==> src/rtl/rca_8bit.sv <==
// 8-bit ripple-carry adder with a combinational sum/carry path and a registered copy of
// sum, carry-out and two's-complement overflow for pipelined consumers.
module rca_8bit (
  input  logic       clk,
  input  logic       rst,
  input  logic [7:0] a,
  input  logic [7:0] b,
  input  logic       cin,
  output logic [7:0] sum,
  output logic       cout,
  output logic [7:0] sum_q,
  output logic       cout_q,
  output logic       ovf_q
);

  logic [8:0] carry;
  logic [7:0] sum_d;
  logic       cout_d;
  logic       ovf_d;

  // Explicit full-adder chain; carry[i] is the carry into bit i.
  always_comb begin
    carry    = '0;
    sum      = '0;
    carry[0] = cin;
    for (int i = 0; i < 8; i++) begin
      sum[i]     = a[i] ^ b[i] ^ carry[i];
      carry[i+1] = (a[i] & b[i]) | (carry[i] & (a[i] ^ b[i]));
    end
    cout = carry[8];
  end

  always_comb begin
    sum_d  = sum;
    cout_d = cout;
    ovf_d  = carry[7] ^ carry[8];
  end

  always_ff @(posedge clk or posedge rst) begin
    if (rst) begin
      sum_q  <= 8'h00;
      cout_q <= 1'b0;
      ovf_q  <= 1'b0;
    end else begin
      sum_q  <= sum_d;
      cout_q <= cout_d;
      ovf_q  <= ovf_d;
    end
  end

endmodule

==> config.mk <==
export PLATFORM = sky130hd
export DESIGN_NAME = rca_8bit
export DESIGN_NICKNAME = d
export VERILOG_FILES = /design/src/rtl/rca_8bit.sv
export SDC_FILE = /design/constraint.sdc
export NUM_CORES = 1
export LEC_CHECK = 0
export BUFFER_PORTS_ARGS = -buffer_cell sky130_fd_sc_hd__buf_2
export CORE_AREA = 2 2 39 41
export DETAILED_ROUTE_END_ITERATION = 6
export DIE_AREA = 0 0 41 43
export PLACE_DENSITY = 0.75
export SYNTH_ARGS = -nofsm -noshare
export SYNTH_HDL_FRONTEND = slang
export SYNTH_SLANG_ARGS = --single-unit
==> constraint.sdc <==
create_clock -name clk -period 4.23 [get_ports clk]
set_input_delay 0 -clock clk [delete_from_list [all_inputs] [get_ports clk]]
set_output_delay 0 -clock clk [all_outputs]
set_load 0.02 [all_outputs]
Yosys cells after proc, flatten, opt, wreduce, memory -nomap -nowiden:

Cells that the tools add are included.
W data, S select, Z words.

* flip-flop bits (word level): 10
* bits of input ports: 19
* logic and storage cells: 44

* bitwise logic cells: 41

Operator list (number)
* $xor A1 B1 Y1: 17
* $and A1 B1 Y1: 16
* $or A1 B1 Y1: 8

Depth between registers and ports, before layout:

* depth after elaboration: 18
* gate-level depth with buffers: 12

Least setup slack after synthesis:

Ideal clock, no wire load.

* path type: input -> register
* start: in a[0]
* end: reg sum_q[7]
* library setup time: 100 ps
* arrival: 3191 ps
* required time: 4130 ps
* slack: 938 ps
* stages on the path: 12
* path buffers: 0
* cell sequence: fa_1 inv_1 fa_1 inv_1 fa_1 fa_1 fa_1 fa_1 fa_1 inv_1 fa_1 inv_1

* cells in the longest elaborated chain, start to end: 16
* elaborated cells between the ends (all ways): 17
* those cells by class: bitwise: 17

RTL lines
* from (decl): RTL line 6 `input logic [7:0] a,`
* $xor A1 B1 Y1: RTL line 28 `carry[i+1] = (a[i] & b[i]) | (carry[i] & (a[i] ^ b[i]));`
* $and A1 B1 Y1: RTL line 28
* $or A1 B1 Y1 *: RTL line 28
* $and A1 B1 Y1 *: RTL line 28
* $or A1 B1 Y1 *: RTL line 28
* $and A1 B1 Y1 *: RTL line 28
* $or A1 B1 Y1 *: RTL line 28
* $and A1 B1 Y1 *: RTL line 28
* $or A1 B1 Y1 *: RTL line 28
* $and A1 B1 Y1 *: RTL line 28
* $or A1 B1 Y1 *: RTL line 28
* $and A1 B1 Y1 *: RTL line 28
* $or A1 B1 Y1 *: RTL line 28
* $and A1 B1 Y1 *: RTL line 28
* $or A1 B1 Y1 *: RTL line 28
* $xor A1 B1 Y1 *: RTL line 27 `sum[i] = a[i] ^ b[i] ^ carry[i];`
* via sum[7]: RTL line 9 `output logic [7:0] sum,`
* to (signal assigned): RTL line 45 `sum_q <= sum_d;`
* to (decl): RTL line 11 `output logic [7:0] sum_q,`

Mark *: on every way through the listed nets, which the timed path passes. The rest lies on a longest branch.

Worst setup path in the final report:

* start: in a[0]
* end: out sum[7]

* cells in the longest elaborated chain, start to end: 16
* elaborated cells between the ends (all ways): 17
* those cells by class: bitwise: 17

RTL lines (RTL line)
* $xor A1 B1 Y1: 28
* $and A1 B1 Y1: 28
* $or A1 B1 Y1 *: 28
* $and A1 B1 Y1 *: 28
* $or A1 B1 Y1 *: 28
* $and A1 B1 Y1 *: 28
* $or A1 B1 Y1 *: 28
* $and A1 B1 Y1 *: 28
* $or A1 B1 Y1 *: 28
* $and A1 B1 Y1 *: 28
* $or A1 B1 Y1 *: 28
* $and A1 B1 Y1 *: 28
* $or A1 B1 Y1 *: 28
* $and A1 B1 Y1 *: 28
* $or A1 B1 Y1 *: 28
* $xor A1 B1 Y1 *: 27
* to (decl): 9

Every way passes the cells marked *; elsewhere a longest branch is shown, timed or not.

==> metrics.txt <==
post-synthesis cell area=460 um^2; nets=100; ant diodes=0; post-synthesis cell type count=4; clock buffer depth=2; FILL cells=114; Worst Path Required=4.23 ns; tightest hold margin=0.0124 ns; Ports=38; setup TNS=0 ns; Total GRT Usage=0.133; Avg Cell Area, Syn=15.3 um^2; Period Utilization, post-route=0.826; RSZ-0062 raised after global routing=no; antenna violations before repair=0; Critical Path Most Common Cell=fa_1; DIE AREA=1760 um^2; Final Max Tran Viols=0; core box area=1380 um^2; largest net degree at the start of global routing=11; Mapped Cells=30; Synth Area in Adders=0.348; cell row count=14; complex-gate fraction of the synthesized area=0; layout cell share with drive strength beyond 1=0.563; global-route wire length before repair=1420 um; max_cap viols=0; crit path to=sum[7]; Seq cells post-synth=10; Slew @ Worst Pin=0.351 ns; Critical Path AT=3.49 ns; vias in the first global route=321; Power, Total=0.295 mW; Initial Util=0.333; design area=698 um^2; final hold viol count=0; TritonCTS clock tree=yes; die width=41 um; Synth Area in XOR/XNOR=0.0190; Pwr per Cell Area=423 nW/um^2; height of the die=43 um; leakage=0.399 nW; crit path cell chain=buf_2, fa_1, inv_1, fa_1, inv_1, fa_1, fa_1, fa_1, fa_1, fa_1, inv_1, fa_1, inv_1, buf_2; Crit Path Category=in -> out; H-tree depth=1; post-synthesis simple-gate area fraction=0; post-DR wirelength/cell=11.0 um; Seq/Total Area, Yosys=0.543; Max-Slew Margin vs Limit=0.766; largest family of logic cells by synthesized area=adder cells; slowest CP cell=fa_1; crit path buf inv count=6; DR pass1 iterations=4; clock root buffer=clkbuf_4; I/O Buffers=37; Worst Path Max Fanout=2; PostCTS Resize Cnt=0; mux cell area share after synthesis=0; gr ovfl total=0; Clock Sink Count=10; drc violations=0; detailed placer's ending HPWL=828 um; critical path depth in cells=14; area of the multi-input gates=169 um^2; Storage cell area=250 um^2; Syn Nets=57; Setup Viol. Count Final=0; Peak VDD IR=0.137 mV; startpoint types=input port; Max Freq=0.286 GHz; crit path from=a[0]; placed cell area=666 um^2; yosys warns=0; run status=finished, final reports clean; vias per inst=3.91; CTS Buf Count=3; Via Count=340; Final min period=3.49 ns; Final Routed Wirelength=956 um; cell family with most CP delay=adder cells; HP Class=in -> reg; GP Congestion=0.558; Reg clk slew, reported paths=0.06 ns; Area Growth Syn to Fin=51.6%; DR iter-0 viols=5; Post-DRT Antenna Nets=0; slowest stage delay, CP=0.41 ns; CP endpoint kind=primary output
==> layout by cell type, fill, tap and decap left out <==
| master | instances |
|---|---|
| clkbuf_4 | 3 |
| dlygate4sd3_1 | 1 |
| buf_2 | 37 |
| dfrtp_1 | 10 |
| fa_1 | 8 |
| xnor2_1 | 1 |
| inv_1 | 11 |
==> worst min path at each step <==
stage                     startpoint  endpoint  cells past startpoint
after floorplan                  rst    cout_q                      1
after global placement           rst  sum_q[7]                      2
after detailed placement         rst  sum_q[6]                      2
after CTS                        cin  sum_q[0]                      2
after global routing             cin  sum_q[0]                      2
final                            cin  sum_q[0]                      2
==> timing repair <==
item	in CTS	in global routing
hold endpoints to repair	10	0
hold buffers	1	0
setup endpoints to repair	0	0
setup buffers	0	0
==> cell families (layout without fill, tap and decap cells) <==
group,after synthesis,in the layout
XOR/XNOR,1,1
adder cells (fa/ha/maj),8,8
buffers and inverters,11,52
flip-flops,10,10
==> area by class of cell <==
cell class	count	share of cell area
Sequential cell	10	0.358
Multi-Input combinational cell	9	0.242
Tap cell	16	0.0287
Inverter	11	0.0591
Timing Repair Buffer	38	0.280
Clock buffer	3	0.0323
==> synth_stat cells <==
library cell / count / area share
inv_1: 11 / 0.090
dfrtp_1: 10 / 0.54
fa_1: 8 / 0.35
xnor2_1: 1 / 0.019
==> through the flow <==
step	setup slack [ns]	std cells	util
2_1_floorplan	0.938	30	-
3_3_place_gp	0.777	83	0.481
3_5_place_dp	0.719	83	0.481
4_1_cts	0.714	87	0.505
5_1_grt	0.556	87	0.505
6_report	0.737	87	0.505
==> registers in the layout (all words and copies together), names as in the netlist <==
signal,flops
cout_q,1
ovf_q,1
sum_q,8
==> where the power goes <==
part	leakage [nW]	internal (mW)	switching, mW
clock network	0.0138	0.0327	0.0299
registers	0.117	0.113	0.00408
logic	0.269	0.0407	0.0752
total	0.399	0.186	0.109
==> per-layer routing <==
metal	vias to the layer above	global-route usage	wire, um
li1	163	-	-
met1	146	0.127	306
met2	26	0.200	457
met3	5	0.0419	149
met4	0	0.140	42
met5	-	0	0
No activity file was read; power rests on OpenSTA's default activity.
